## src/rtl/mlp_seq_engine.sv

```systemverilog
// mlp_seq_engine: time-multiplexed 2-layer MLP (ReLU hidden, linear output) on a single signed MAC
module mlp_seq_engine #(
  parameter int BITS_PER_WORD = 8,
  parameter int IN_SIZE = 2,
  parameter int HID_SIZE = 2,
  parameter int OUT_SIZE = 1,
  parameter int ACC_W = 20,
  parameter int N_ADDR_W = 2,
  parameter int M_ADDR_W = 2
)(
  input  logic clk,
  input  logic reset_n,
  input  logic weights_en,
  output logic weights_ready,
  input  logic weights_layer_address,
  input  logic [N_ADDR_W-1:0] weights_n_address,
  input  logic [M_ADDR_W-1:0] weights_m_address,
  input  logic [BITS_PER_WORD-1:0] weights_data,
  input  logic in_valid,
  output logic in_ready,
  input  logic [IN_SIZE*BITS_PER_WORD-1:0] in_data,
  output logic out_valid,
  input  logic out_ready,
  output logic [OUT_SIZE*BITS_PER_WORD-1:0] out_data,
  output logic busy
);
  localparam int B = BITS_PER_WORD;
  localparam int NR = 1 << N_ADDR_W;
  localparam int NM = 1 << M_ADDR_W;
  localparam logic [N_ADDR_W-1:0] R1 = N_ADDR_W'(IN_SIZE);
  localparam logic [N_ADDR_W-1:0] R2 = N_ADDR_W'(HID_SIZE);
  localparam logic [M_ADDR_W-1:0] J1 = M_ADDR_W'(HID_SIZE - 1);
  localparam logic [M_ADDR_W-1:0] J2 = M_ADDR_W'(OUT_SIZE - 1);
  localparam logic signed [ACC_W-1:0] ACC_MAX = ACC_W'((1 << (B - 1)) - 1);
  localparam logic signed [ACC_W-1:0] ACC_MIN = -ACC_MAX - 1;
  typedef enum logic [1:0] {IDLE, L1, L2, DONE} state_t;
  state_t state, state_n;
  logic signed [B-1:0] w1 [NR][NM];
  logic signed [B-1:0] w2 [NR][NM];
  logic signed [B-1:0] x [NR];
  logic signed [B-1:0] h [NR];
  logic signed [B-1:0] y [NM];
  logic signed [ACC_W-1:0] acc, acc_n;
  logic [N_ADDR_W-1:0] r, rm1, fan;
  logic [M_ADDR_W-1:0] j, last_j;
  logic signed [B-1:0] a, w, s;
  logic signed [2*B-1:0] prod;
  logic [OUT_SIZE*B-1:0] y_flat;
  logic l1, mac, row_end;
  assign in_ready = state == IDLE;
  assign weights_ready = state == IDLE;
  assign busy = state != IDLE;
  // row 0 of each column is the bias, so it enters the sum unmultiplied
  always_comb begin
    l1 = state == L1;
    mac = l1 || state == L2;
    fan = l1 ? R1 : R2;
    last_j = l1 ? J1 : J2;
    rm1 = r - N_ADDR_W'(1);
    w = l1 ? w1[r][j] : w2[r][j];
    a = l1 ? x[rm1] : h[rm1];
    prod = (2*B)'(a) * (2*B)'(w);
    acc_n = acc + (r == '0 ? ACC_W'(w) : ACC_W'(prod));
    s = acc_n > ACC_MAX ? ACC_MAX[B-1:0] : acc_n < ACC_MIN ? ACC_MIN[B-1:0] : acc_n[B-1:0];
    row_end = r == fan;
  end
  always_comb begin
    state_n = state;
    if (state == IDLE && in_valid) state_n = L1;
    if (mac && row_end && j == last_j) state_n = l1 ? L2 : DONE;
    if (state == DONE && out_valid && out_ready) state_n = IDLE;
  end
  always_comb begin
    y_flat = '0;
    for (int i = 0; i < OUT_SIZE; i++) y_flat[i*B +: B] = y[M_ADDR_W'(i)];
  end
  always_ff @(posedge clk) state <= !reset_n ? IDLE : state_n;
  // weight RAMs have no reset so a reset never erases a loaded network
  always_ff @(posedge clk)
    if (weights_en && weights_ready) begin
      if (!weights_layer_address && weights_n_address <= R1 && weights_m_address <= J1)
        w1[weights_n_address][weights_m_address] <= weights_data;
      if (weights_layer_address && weights_n_address <= R2 && weights_m_address <= J2)
        w2[weights_n_address][weights_m_address] <= weights_data;
    end
  // out_valid rises one cycle after entering DONE, giving the fixed N+1 latency
  always_ff @(posedge clk) begin
    if (!reset_n) begin
      acc <= '0;
      r <= '0;
      j <= '0;
      out_valid <= 1'b0;
      out_data <= '0;
    end else begin
      if (state == IDLE && in_valid)
        for (int k = 0; k < IN_SIZE; k++) x[N_ADDR_W'(k)] <= in_data[k*B +: B];
      if (mac) begin
        acc <= row_end ? '0 : acc_n;
        r <= row_end ? '0 : r + N_ADDR_W'(1);
        if (row_end) begin
          j <= j == last_j ? '0 : j + M_ADDR_W'(1);
          if (l1) h[N_ADDR_W'(j)] <= s[B-1] ? '0 : s;
          else y[j] <= s;
        end
      end
      if (state == DONE && !out_valid) begin
        out_valid <= 1'b1;
        out_data <= y_flat;
      end else if (out_valid && out_ready) out_valid <= 1'b0;
    end
  end
endmodule

```

## config.mk

```make
export PLATFORM = sky130hd
export DESIGN_NAME = mlp_seq_engine
export DESIGN_NICKNAME = d
export VERILOG_FILES = /design/src/rtl/mlp_seq_engine.sv
export SDC_FILE = /design/constraint.sdc
export NUM_CORES = 1
export LEC_CHECK = 0
export CAP_MARGIN = 20
export CELL_PAD_IN_SITES_DETAIL_PLACEMENT = 1
export CELL_PAD_IN_SITES_GLOBAL_PLACEMENT = 1
export CORE_ASPECT_RATIO = 0.6
export CORE_MARGIN = 10
export CORE_UTILIZATION = 59
export CTS_BUF_LIST = sky130_fd_sc_hd__clkbuf_8
export CTS_CLUSTER_DIAMETER = 150
export CTS_CLUSTER_SIZE = 8
export DETAILED_ROUTE_END_ITERATION = 8
export GPL_TIMING_DRIVEN = 0
export PLACE_DENSITY = 0.88
export REMOVE_ABC_BUFFERS = 1
export SLEW_MARGIN = 20
export SYNTH_ARGS = -nofsm -noshare
export SYNTH_HDL_FRONTEND = slang
export SYNTH_SLANG_ARGS = --single-unit
```

## constraint.sdc

```tcl
create_clock -name clk -period 25.5 [get_ports clk]
set_input_delay 2.55 -clock clk [delete_from_list [all_inputs] [get_ports clk]]
set_output_delay 2.55 -clock clk [all_outputs]
set_load 0.01 [all_outputs]
```

# Yosys cells after proc, flatten, opt, wreduce, memory -nomap -nowiden
# Memory sizes are Yosys's and may differ from the RTL's. A register that Yosys moved wholly into a read port is not among the register bits.
# Cells that the tools add are included.
# W data, S select, Z words.
# totals
reg_bits,27
latch_bits,0
ramBits,348
romBits,0
mem_count,5
# classes
addsub,4
multipliers,1
n_div,0
n_lt_le_gt_ge,8
n_eq_ne,5
shifts,0
mux,46
bitwise,3
reduce_logical,24
# memory_table
memory,depth,width,read_ports,rd_clocked_by_memory_dff,write_ports,line,text
w1,4,32,1,1,1,38,logic signed [B-1:0] w1 [NR][NM];
w2,4,32,1,1,1,39,logic signed [B-1:0] w2 [NR][NM];
x,4,8,1,0,2,40,logic signed [B-1:0] x [NR];
y,4,8,1,1,1,42,logic signed [B-1:0] y [NM];
h,4,7,1,0,1,41,logic signed [B-1:0] h [NR];
# ops
cell,count
$mux W8,9
$mux W32,2
$mux W20,2
$bmux W8 S2,2
$mux W1,21
$add A20 B20 Y20,1
$gt A20 B8 Y1 const B,1
$lt A20 B8 Y1 const B,1
$demux W8 S2,1
$mul A8 B8 Y16,1
$mux W2,8
$logic_and A1 B1 Y1,13
$mux W7,1
$eq A2 B2 Y1 const B,3
$ge A3 B3 Y1 const B,2
$not A2 Y3,2
$reduce_bool A2 Y1,3
$add A2 B1 Y2 const B,2
$le A2 B1 Y1 const B,2
$logic_not A2 Y1,2
$logic_not A1 Y1,3
$lt A3 B1 Y1 const B,1
$eq A2 B1 Y1,1
$eq A2 B1 Y1 const B,1
other kinds (6),6

# Longest topological paths before layout
# Gate-level depths: netlist of the first run.
# depth
depth_word,12
ltp_mapped,38
mapped_depth_nobuf,34

# Least setup slack after synthesis of the first run
# Ideal clock, no wire load.
# synth_timing
kind,flip-flop to flip-flop
from,register r[0]
to,"memory y[0][5] (netlist name), data pin"
t_arrival_ns,8.694
path_slack_ns,16.545
stages_incl_launch_ff,35
n_path_buf,4
cell_sequence,dfxtp_1 -> clkbuf_1 -> clkbuf_1 -> inv_1 -> ha_1 -> buf_1 -> mux4_2 -> a21oi_1 -> nand2b_1 -> fa_1 -> fa_1 -> inv_1 -> fa_1 -> inv_1 -> fa_1 -> inv_1 -> ha_1 -> o21ai_0 -> nand2b_1 -> a21o_1 -> a21o_1 -> a31oi_1 -> xor2_1 -> o21ai_0 -> ha_1 -> buf_2 -> a21o_1 -> a31o_2 -> a21o_1 -> or3_1 -> o2111ai_1 -> o211ai_1 -> nor4_4 -> or2_1 -> o21ai_2
# synth_via
elab_chain_len,9
# synth_lines
item,line,text
"start, declared",44,"logic [N_ADDR_W-1:0] r, rm1, fan;"
"start signal, assigned",99,r <= row_end ? '0 : r + N_ADDR_W'(1);
$sub A2 B1 Y2,59,rm1 = r - N_ADDR_W'(1);
$mem_v2 Z4 W7 or $mem_v2 Z4 W8 (tied branches),--,
$mux W8,61,a = l1 ? x[rm1] : h[rm1];
$mul A8 B8 Y16,62,prod = (2*B)'(a) * (2*B)'(w);
$mux W20 *,63,acc_n = acc + (r == '0 ? ACC_W'(w) : ACC_W'(prod));
$add A20 B20 Y20 *,63,
$lt A20 B8 Y1,64,s = acc_n > ACC_MAX ? ACC_MAX[B-1:0] : acc_n < ACC_MIN ? ACC_MIN[B-1:0] : acc_n[B-1:0];
$mux W8,64,
$mux W8 *,64,
named net s[5],46,"logic signed [B-1:0] a, w, s;"
"end, declared",42,
# Mark *: on every way through the listed nets, which the timed path passes. The rest lies on a longest branch.

# Worst setup path in the final report of the first run
# layout_timing
from,register r[0]
to,"memory y[0][0] (netlist name), data pin"
# The elaborated chain is that of the path after synthesis.

==> flow_summary.html, run 1 <==
<table>
<tr><th>Metric</th><th>Value</th></tr>
<tr><th colspan="2">Clocking</th></tr>
<tr><td>Count of hold buffers inserted by post-cts repair</td><td>0</td></tr>
<tr><td>Clock latency at the later pin of the worst-skew pair</td><td>0.61 ns</td></tr>
<tr><td>Number of buffers added by the clock tree synthesis step</td><td>49</td></tr>
<tr><td>Clock sink count</td><td>345</td></tr>
<tr><td>CTS tree</td><td>yes</td></tr>
<tr><td>Worst-path clk slew</td><td>0.07 ns</td></tr>
<tr><td>Root Buffer Master</td><td>sky130_fd_sc_hd__clkbuf_8</td></tr>
<tr><td>Post-CTS resize count</td><td>0</td></tr>
<tr><td>CTS H-tree lvls</td><td>2</td></tr>
<tr><td>Setup repair bufs after CTS</td><td>0</td></tr>
<tr><td>CTS max path bufs</td><td>3</td></tr>
<tr><th colspan="2">Synthesis</th></tr>
<tr><td>Proportion of synthesized flip-flops having asynchronous set or reset</td><td>0%</td></tr>
<tr><td>Number of warnings reported in the yosys synthesis log</td><td>0</td></tr>
<tr><td>Proportion of synthesized chip area in sequential cells</td><td>58.0%</td></tr>
<tr><td>Simple-Gate Fraction of Synth Area</td><td>7.29%</td></tr>
<tr><td>Area share of fa/ha/maj cells after synthesis</td><td>10.9%</td></tr>
<tr><td>Number of flops mapped to enable cells by yosys</td><td>308</td></tr>
<tr><td>Synthesized flop and latch total</td><td>345</td></tr>
<tr><td>Area of the mapped netlist</td><td>17,200 um2</td></tr>
<tr><td>Library cell occupying the most area in the post-synthesis netlist</td><td>sky130_fd_sc_hd__edfxtp_1</td></tr>
<tr><td>Biggest area contributors in the synthesized netlist</td><td>sky130_fd_sc_hd__edfxtp_1 54%, sky130_fd_sc_hd__mux4_2 11%, sky130_fd_sc_hd__fa_1 6.5%</td></tr>
<tr><td>Cell count after synthesis</td><td>1,156</td></tr>
<tr><td>Combinational family with the most area after synthesis</td><td>multiplexers</td></tr>
<tr><td>Proportion of netlist area held by the largest area contributor</td><td>53.7%</td></tr>
<tr><td>Fraction of the mapped netlist area in compound gates</td><td>5.85%</td></tr>
<tr><td>Number of distinct library cells after synthesis</td><td>68</td></tr>
<tr><td>Mean post-synth cell area</td><td>14.9 um2</td></tr>
<tr><td>Primary flip-flop cell chosen by synthesis mapping</td><td>sky130_fd_sc_hd__edfxtp_1</td></tr>
<tr><td>Post-Synth XOR/XNOR Area</td><td>1.47%</td></tr>
<tr><td>Multiplexer share of the synthesized area</td><td>13.0%</td></tr>
<tr><th colspan="2">Global routing</th></tr>
<tr><td>Met1 track demand over resource</td><td>34.1%</td></tr>
<tr><td>Overall track demand over capacity in global routing</td><td>25.6%</td></tr>
<tr><td>Met3 demand-to-capacity share in global routing</td><td>6.07%</td></tr>
<tr><td>Pin count of the biggest net entering global routing</td><td>38</td></tr>
<tr><td>Initial antenna violation count</td><td>3</td></tr>
<tr><td>Via count of the first global-routing pass</td><td>11,800</td></tr>
<tr><td>Wire length of the first global-routing pass</td><td>70,600 um</td></tr>
<tr><td>Global routing met2 resource utilization</td><td>40.8%</td></tr>
<tr><td>Peak-usage layer in the global routing report</td><td>met2</td></tr>
<tr><td>GRT Residual Overflow</td><td>0</td></tr>
<tr><th colspan="2">STA</th></tr>
<tr><td>Final worst hold slack</td><td>0.524 ns</td></tr>
<tr><td>Sum of negative setup slack</td><td>0 ns</td></tr>
<tr><td>Count of pins over their slew limit</td><td>0</td></tr>
<tr><td>Post-route clock skew</td><td>0.0584 ns</td></tr>
<tr><td>Final setup violation count</td><td>0</td></tr>
<tr><td>Max frequency</td><td>0.0915 GHz</td></tr>
<tr><td>Unrepaired setup endpoints after global routing</td><td>false</td></tr>
<tr><td>Final hold viol count</td><td>0</td></tr>
<tr><td>Worst slew margin relative to its limit</td><td>21.6%</td></tr>
<tr><td>Slew at the pin closest to its max-slew limit</td><td>1.17 ns</td></tr>
<tr><td>Minimum period implied by the final worst setup slack</td><td>10.93 ns</td></tr>
<tr><td>Final clock period utilization by the worst path</td><td>42.9%</td></tr>
<tr><th colspan="2">Setup path</th></tr>
<tr><td>Worst-path maximum fanout</td><td>18</td></tr>
<tr><td>Max stage delay on crit path</td><td>0.89 ns</td></tr>
<tr><td>Data arrival time of the worst path</td><td>11.27 ns</td></tr>
<tr><td>Slowest stage cell, crit path</td><td>sky130_fd_sc_hd__a21oi_1</td></tr>
<tr><td>Critical Path Source Type</td><td>flop</td></tr>
<tr><td>Crit path capture type</td><td>flop</td></tr>
<tr><td>Critical path class</td><td>reg2reg</td></tr>
<tr><td>Data required, critical path</td><td>25.84 ns</td></tr>
<tr><th colspan="2">Detailed routing</th></tr>
<tr><td>Number of DRC violations after detailed routing</td><td>0</td></tr>
<tr><td>Via total after detailed routing</td><td>10,900</td></tr>
<tr><td>Iteration count of the initial detailed-routing pass</td><td>5</td></tr>
<tr><td>Detailed-route wire length per cell</td><td>25.4 um</td></tr>
<tr><td>Number of routed nets with antenna violations</td><td>0</td></tr>
<tr><td>Drt via density</td><td>6.02</td></tr>
<tr><td>First-iteration detailed-routing DRC count</td><td>1,259</td></tr>
<tr><td>Final WL</td><td>46,000 um</td></tr>
<tr><th colspan="2">Final layout</th></tr>
<tr><td>Final net count</td><td>1,552</td></tr>
<tr><td>Total of fill cells in the finished design</td><td>2,690</td></tr>
<tr><td>Final standard cell utilization of the core</td><td>68.2%</td></tr>
<tr><td>Fraction of layout instances using a drive strength above 1</td><td>14.0%</td></tr>
<tr><td>Area growth, synth to finish</td><td>14.0%</td></tr>
<tr><th colspan="2">Power and ir drop</th></tr>
<tr><td>Portion of total power attributed to the clock network</td><td>19.9%</td></tr>
<tr><td>Internal power contribution</td><td>1190 uW</td></tr>
<tr><td>Reg power frac</td><td>35.4%</td></tr>
<tr><td>Net switching fraction of the power</td><td>39.5%</td></tr>
<tr><td>Power dissipated by switching net loads</td><td>777 uW</td></tr>
<tr><td>Combinational cell fraction of total power</td><td>44.6%</td></tr>
<tr><td>Static Leak</td><td>0.00750 uW</td></tr>
<tr><td>Peak supply drop</td><td>68.7 uV</td></tr>
<tr><td>Pwr/cell area</td><td>100 nW/um2</td></tr>
<tr><th colspan="2">Placement</th></tr>
<tr><td>Number of input and output port buffers inserted</td><td>45</td></tr>
<tr><td>DP HPWL</td><td>32,600 um</td></tr>
<tr><td>Final estimated routing congestion in global placement</td><td>0.928</td></tr>
<tr><th colspan="2">Hold path</th></tr>
<tr><td>Min-Delay Path Class</td><td>reg2reg</td></tr>
<tr><th colspan="2">Floorplanning</th></tr>
<tr><td>Starting density of the core</td><td>59.9%</td></tr>
<tr><td>I/O Pins</td><td>46</td></tr>
<tr><td>Total die area</td><td>36,700 um2</td></tr>
<tr><td>Number of standard-cell rows in the floorplan</td><td>48</td></tr>
<tr><td>Chip width</td><td>241 um</td></tr>
<tr><td>Die Y</td><td>152 um</td></tr>
<tr><td>Placeable core region</td><td>28,800 um2</td></tr>
<tr><th colspan="2">Status</th></tr>
<tr><td>Result of the run</td><td>complete, no violations</td></tr>
<tr><th colspan="2">Run</th></tr>
<tr><td>Total of max-cap violations</td><td>0</td></tr>
</table>
==> path summary, 6_finish.rpt <==
path / startpoint / end / slack [ns] / cells after the start
setup / recovery: r[0]$_SDFFE_PN0N_ / y[0][0]$_DFFE_PP_ / 14.57 / 30
hold / removal: out_data[0]$_SDFFE_PN0P_ / out_data[0]$_SDFFE_PN0P_ / 0.52 / 2
setup reg to reg: r[0]$_SDFFE_PN0N_ / y[0][0]$_DFFE_PP_ / 14.57 / 30
hold reg to reg: out_data[0]$_SDFFE_PN0P_ / out_data[0]$_SDFFE_PN0P_ / 0.52 / 2
==> synthesized netlist by cell type, drive strengths merged (5+ instances only) <==
master and count:
a21oi 44, nand2b 16, dfxtp 37, and2 16, mux2 6, o22ai 10
fa 56, nor2b 28, xor2 12, buf 13, mux2i 28, inv 110
nand3 13, and3 5, o211ai 5, o21ai 28, nand2 26, edfxtp 308
a21o 10, or2 13, o21a 8, a22oi 5, xnor2 17, nor3 15
nor2 88, mux4 84, a211oi 7, ha 60, clkbuf 30
==> critical path: cells and delay by family, from the launching register on <==
family,cells,cell delay (ns)
XOR/XNOR,2,0.77
adder cells (fa/ha/maj),7,3.49
flip-flops,1,0.83
AND/OR/NAND/NOR,5,1.12
AO/OA/AOI/OAI,11,3.70
multiplexers,1,0.38
buffers and inverters,4,0.33
==> area by class of cell <==
type | instances | area, um2 | area share [%]
clock inverter | 33 | 145 | 0.739
clock buffer | 50 | 688 | 3.51
timing repair buffer | 55 | 544 | 2.77
antenna | 1 | 2.50 | 0.0127
sequential | 345 | 10000 | 50.9
inverter | 110 | 413 | 2.10
tap | 375 | 469 | 2.39
multi-input combinational | 841 | 7370 | 37.5
==> sequential cells by signal, summed over array words and instances (netlist names), named ones only <==
name       cells
acc           20
h             28
j              2
out_data       8
out_valid      1
r              2
state          2
w1           128
w2           128
x             16
y              8
==> cells by family (layout without fill, tap and decap cells) <==
logic type | Yosys count | count (layout)
AOI/OAI and AO/OA | 149 | 149
xor gates and xnor gates | 29 | 29
adders and majority gates | 116 | 116
buffers and inverters | 153 | 248
DFF | 345 | 345
muxes | 118 | 118
other | 1 | 185
and+or+nand+nor | 245 | 245
==> layer usage <==
layer / up-vias / part of all wire, %
met4: 4 / 3.0
li1: 4604 / -
met5: - / 0.063
met2: 591 / 48
met1: 5587 / 39
met3: 105 / 9.3
==> through the flow <==
stage	instance area, um2	setup WS, ns	std cells	power, uW
finish	19600	14.57	1810	1970
global route	19600	14.17	1809	2080
CTS	19600	14.31	1806	1950
detailed placement	18800	14.39	1723	1550
global placement	18600	11.82	1716	1460
floorplan	17700	14.65	1296	1300
==> power groups by stage <==
stage	Sequential [uW]	Clock (uW)	Combinational, uW
finish	697	392	878
global route	700	426	956
CTS	697	400	853
detailed placement	709	0	844
global placement	712	0	751
floorplan	705	0	593
==> cells in the final DEF, fill, tap and decap left out, drive strengths merged, types with 16 or more instances in the layout <==
cell	n
and2	16
fa	56
dfxtp	37
a21oi	44
o21ai	28
nand2b	16
mux2i	28
inv	140
xnor2	17
ha	60
conb	184
clkdlybuf4s50	38
buf	17
nor2	88
nor2b	28
edfxtp	308
mux4	84
nand2	26
clkbuf	50
(Power assumes the default switching activity.)
==> run 2: changes to the inputs <==
--- a/config.mk
+++ b/config.mk
@@ -10,13 +10,13 @@
 export CELL_PAD_IN_SITES_GLOBAL_PLACEMENT = 1
 export CORE_ASPECT_RATIO = 0.6
 export CORE_MARGIN = 10
-export CORE_UTILIZATION = 59
+export CORE_UTILIZATION = 55
 export CTS_BUF_LIST = sky130_fd_sc_hd__clkbuf_8
 export CTS_CLUSTER_DIAMETER = 150
 export CTS_CLUSTER_SIZE = 8
 export DETAILED_ROUTE_END_ITERATION = 8
 export GPL_TIMING_DRIVEN = 0
-export PLACE_DENSITY = 0.88
+export PLACE_DENSITY = 0.83
 export REMOVE_ABC_BUFFERS = 1
 export SLEW_MARGIN = 20
 export SYNTH_ARGS = -nofsm -noshare
==> constraint.sdc (replaced) <==
create_clock -name clk -period 10.4 [get_ports clk]
set_input_delay 1.04 -clock clk [delete_from_list [all_inputs] [get_ports clk]]
set_output_delay 1.04 -clock clk [all_outputs]
set_load 0.01 [all_outputs]
==> flow_summary.html, run 2 (synthesis gave the netlist of run 1 again) <==
<table>
<tr><th>Metric</th><th>Value</th></tr>
<tr><th colspan="2">Clocking</th></tr>
<tr><td>CTS max path bufs</td><td>3 (unchanged)</td></tr>
<tr><td>CTS H-tree lvls</td><td>2 (unchanged)</td></tr>
<tr><td>Number of buffers added by the clock tree synthesis step</td><td>49 (unchanged)</td></tr>
<tr><td>Clock latency at the later pin of the worst-skew pair</td><td>0.61 ns (about the same)</td></tr>
<tr><td>Root Buffer Master</td><td>sky130_fd_sc_hd__clkbuf_8 (unchanged)</td></tr>
<tr><td>Count of hold buffers inserted by post-cts repair</td><td>0 (unchanged)</td></tr>
<tr><td>CTS tree</td><td>yes (unchanged)</td></tr>
<tr><td>Clock sink count</td><td>345 (unchanged)</td></tr>
<tr><td>Worst-path clk slew</td><td>0.07 ns (about the same)</td></tr>
<tr><th colspan="2">Power and ir drop</th></tr>
<tr><td>Peak supply drop</td><td>143 uV (was 68.7 uV)</td></tr>
<tr><td>Combinational cell fraction of total power</td><td>43.3% (was 44.6%)</td></tr>
<tr><td>Pwr/cell area</td><td>237 nW/um2 (was 100 nW/um2)</td></tr>
<tr><td>Reg power frac</td><td>36.6% (was 35.4%)</td></tr>
<tr><td>Net switching fraction of the power</td><td>37.9% (was 39.5%)</td></tr>
<tr><td>Power dissipated by switching net loads</td><td>1770 uW (was 777 uW)</td></tr>
<tr><td>Internal power contribution</td><td>2910 uW (was 1190 uW)</td></tr>
<tr><td>Static Leak</td><td>0.00746 uW (was 0.00750 uW)</td></tr>
<tr><td>Portion of total power attributed to the clock network</td><td>20.2% (was 19.9%)</td></tr>
<tr><td>Total power draw</td><td>4680 uW (was 1970 uW)</td></tr>
<tr><th colspan="2">Hold path</th></tr>
<tr><td>Min-Delay Path Class</td><td>reg2reg (unchanged)</td></tr>
<tr><td>Depth of the worst hold-timing path</td><td>2 (unchanged)</td></tr>
<tr><td>Hold wc startpoint</td><td>out_data[0]$_SDFFE_PN0P_ (unchanged)</td></tr>
<tr><td>Endpoint, Worst Hold</td><td>out_data[0]$_SDFFE_PN0P_ (unchanged)</td></tr>
<tr><th colspan="2">Global routing</th></tr>
<tr><td>Via count of the first global-routing pass</td><td>11,600 (was 11,800)</td></tr>
<tr><td>Overall track demand over capacity in global routing</td><td>22.4% (was 25.6%)</td></tr>
<tr><td>GRT Residual Overflow</td><td>0 (unchanged)</td></tr>
<tr><td>Pin count of the biggest net entering global routing</td><td>40 (was 38)</td></tr>
<tr><td>Wire length of the first global-routing pass</td><td>67,100 um (was 70,600 um)</td></tr>
<tr><td>Initial antenna violation count</td><td>0 (was 3)</td></tr>
<tr><th colspan="2">Setup path</th></tr>
<tr><td>Crit path capture type</td><td>flop (unchanged)</td></tr>
<tr><td>Slowest stage cell, crit path</td><td>sky130_fd_sc_hd__fa_1 (was sky130_fd_sc_hd__a21oi_1)</td></tr>
<tr><td>Critical path class</td><td>reg2reg (unchanged)</td></tr>
<tr><td>R2r setup slk</td><td>0.41 ns (was 14.57 ns)</td></tr>
<tr><td>Worst-path maximum fanout</td><td>39 (was 18)</td></tr>
<tr><td>Data arrival time of the worst path</td><td>10.32 ns (was 11.27 ns)</td></tr>
<tr><td>Most repeated library cell on the critical path</td><td>sky130_fd_sc_hd__inv_1</td></tr>
<tr><td>Data required, critical path</td><td>10.72 ns (was 25.84 ns)</td></tr>
<tr><td>Max stage delay on crit path</td><td>0.70 ns (was 0.89 ns)</td></tr>
<tr><td>Critical Path Source Type</td><td>flop (unchanged)</td></tr>
<tr><td>Reg-to-Reg End</td><td>y[0][4]$_DFFE_PP_ (was y[0][0]$_DFFE_PP_)</td></tr>
<tr><td>Number of cells on the worst reg-to-reg path</td><td>31 (was 30)</td></tr>
<tr><th colspan="2">Floorplanning</th></tr>
<tr><td>Total die area</td><td>39,000 um2 (was 36,700 um2)</td></tr>
<tr><td>I/O Pins</td><td>46 (unchanged)</td></tr>
<tr><td>Placeable core region</td><td>31,000 um2 (was 28,800 um2)</td></tr>
<tr><td>Number of standard-cell rows in the floorplan</td><td>50 (was 48)</td></tr>
<tr><td>Starting density of the core</td><td>55.5% (was 59.9%)</td></tr>
<tr><td>Die Y</td><td>157 um (was 152 um)</td></tr>
<tr><td>Chip width</td><td>248 um (was 241 um)</td></tr>
<tr><th colspan="2">Final layout</th></tr>
<tr><td>Number of non-filler instances in the completed layout</td><td>1,844 (was 1,810)</td></tr>
<tr><td>Most frequent standard cell in the layout excluding fill and tap cells</td><td>sky130_fd_sc_hd__edfxtp_1 (unchanged)</td></tr>
<tr><td>Non-Filler Cell Area, Final</td><td>19,700 um2 (was 19,600 um2)</td></tr>
<tr><td>Most used cells in the layout excluding fill and tap cells</td><td>308 x sky130_fd_sc_hd__edfxtp_1, 184 x sky130_fd_sc_hd__conb_1, 134 x sky130_fd_sc_hd__inv_1 (was 308 x sky130_fd_sc_hd__edfxtp_1, 184 x sky130_fd_sc_hd__conb_1, 138 x sky130_fd_sc_hd__inv_1)</td></tr>
<tr><td>Total of fill cells in the finished design</td><td>2,977 (was 2,690)</td></tr>
<tr><td>Final net count</td><td>1,551 (was 1,552)</td></tr>
<tr><td>Largest registers</td><td>w1 (128), w2 (128), h (28) (unchanged)</td></tr>
<tr><td>Count of antenna diodes in the layout</td><td>0 (was 1)</td></tr>
<tr><td>Area growth, synth to finish</td><td>14.5% (was 14.0%)</td></tr>
<tr><td>Fraction of layout instances using a drive strength above 1</td><td>14.6% (was 14.0%)</td></tr>
<tr><td>Final standard cell utilization of the core</td><td>63.6% (was 68.2%)</td></tr>
<tr><th colspan="2">Status</th></tr>
<tr><td>Result of the run</td><td>complete, no violations (unchanged)</td></tr>
<tr><th colspan="2">Detailed routing</th></tr>
<tr><td>Detailed-route wire length per cell</td><td>23.3 um (was 25.4 um)</td></tr>
<tr><td>Number of DRC violations after detailed routing</td><td>0 (unchanged)</td></tr>
<tr><td>Number of routed nets with antenna violations</td><td>0 (unchanged)</td></tr>
<tr><td>Via total after detailed routing</td><td>10,400 (was 10,900)</td></tr>
<tr><td>Drt via density</td><td>5.62 (was 6.02)</td></tr>
<tr><td>Iteration count of the initial detailed-routing pass</td><td>4 (was 5)</td></tr>
<tr><td>First-iteration detailed-routing DRC count</td><td>731 (was 1,259)</td></tr>
<tr><td>Final WL</td><td>43,000 um (was 46,000 um)</td></tr>
<tr><th colspan="2">Placement</th></tr>
<tr><td>Area after DPL</td><td>18,800 um2 (about the same)</td></tr>
<tr><td>Cell Count Post-Placement</td><td>1,762 (was 1,723)</td></tr>
<tr><td>Final estimated routing congestion in global placement</td><td>0.921 (was 0.928)</td></tr>
<tr><td>DP HPWL</td><td>30,400 um (was 32,600 um)</td></tr>
<tr><td>Number of input and output port buffers inserted</td><td>45 (unchanged)</td></tr>
<tr><th colspan="2">STA</th></tr>
<tr><td>Slew at the pin closest to its max-slew limit</td><td>1.06 ns (was 1.17 ns)</td></tr>
<tr><td>Max frequency</td><td>0.100 GHz (was 0.0915 GHz)</td></tr>
<tr><td>Final worst hold slack</td><td>0.532 ns (was 0.524 ns)</td></tr>
<tr><td>Count of pins over their slew limit</td><td>0 (unchanged)</td></tr>
<tr><td>Final clock period utilization by the worst path</td><td>96.1% (was 42.9%)</td></tr>
<tr><td>Final hold viol count</td><td>0 (unchanged)</td></tr>
<tr><td>Post-route clock skew</td><td>0.0413 ns (was 0.0584 ns)</td></tr>
<tr><td>Minimum period implied by the final worst setup slack</td><td>9.99 ns (was 10.93 ns)</td></tr>
<tr><td>Worst slew margin relative to its limit</td><td>29.1% (was 21.6%)</td></tr>
<tr><td>Final setup violation count</td><td>0 (unchanged)</td></tr>
<tr><th colspan="2">Run</th></tr>
<tr><td>Total of max-cap violations</td><td>0 (unchanged)</td></tr>
</table>
## run 2: worst max path at each step
stage | to | startpoint | cells past startpoint | slack [ns]
6_report | y[0][4]$_DFFE_PP_ | flop | 31 | 0.41
5_1_grt | y[0][4]$_DFFE_PP_ | r[0]$_SDFFE_PN0N_ | 31 | -0.02
4_1_cts | y[0][4]$_DFFE_PP_ | flop | 28 | 0.10
3_5_place_dp | y[0][4]$_DFFE_PP_ | state[0]$_SDFFE_PP0P_ | 27 | -0.26
3_3_place_gp | y[0][5]$_DFFE_PP_ | flop | 29 | -3.17
2_1_floorplan | y[0][5]$_DFFE_PP_ | flop | 29 | -0.45
## run 2: layout make-up
type | count | area, um2 | share of cell area, %
Clock buffer | 49 | 674 | 3.42
Inverter | 110 | 417 | 2.11
Clock inverter | 29 | 131 | 0.666
Sequential cell | 345 | 10000 | 50.7
Timing Repair inverter | 1 | 7.51 | 0.0380
Tap cell | 416 | 520 | 2.64
Timing Repair Buffer | 53 | 549 | 2.78
Multi-Input combinational cell | 841 | 7430 | 37.7
## run 2: power by group through the flow
stage,logic [uW],clock network (uW),registers [uW]
final,2020,944,1710
after global routing,2250,1030,1720
after CTS,1990,969,1710
after detailed placement,1970,0,1740
after global placement,1830,0,1750
after floorplan,1450,0,1730
## run 2: timing repair
action | 4_1_cts | 5_1_grt
resized for setup | 4 | 10
buffers inserted | 2 | 1
endpoints found under the hold margin | 0 | 0
cloned | 1 | 0
pin swaps | 0 | 1
endpoints found under the setup margin | 35 | 35
## run 2: critical path: cells and delay by family (launching register included)
kind,cells,cell delay [ns]
adders and majority gates,6,2.94
AOI/OAI and AO/OA,8,1.87
muxes,3,1.49
and+or+nand+nor,6,1.27
buffers and inverters,7,0.99
DFF,1,0.62
xor gates and xnor gates,1,0.46
## run 2: layer usage
metal  up-vias  track usage (%)  part of all wire (%)
met4         0             6.13                   1.8
met2       330             36.3                    48
met3        56             4.81                   6.7
met1      5384             30.2                    43
met5         -                0                     0
li1       4597                -                     -
## run 2: per-stage QoR
stage / setup slack, ns / TNS (ns)
after detailed placement: -0.264 / -4.55
after global placement: -3.17 / -125.34
after floorplan: -0.453 / -10.27
after global routing: -0.0156 / -0.0270
final: 0.407 / 0
after CTS: 0.104 / 0
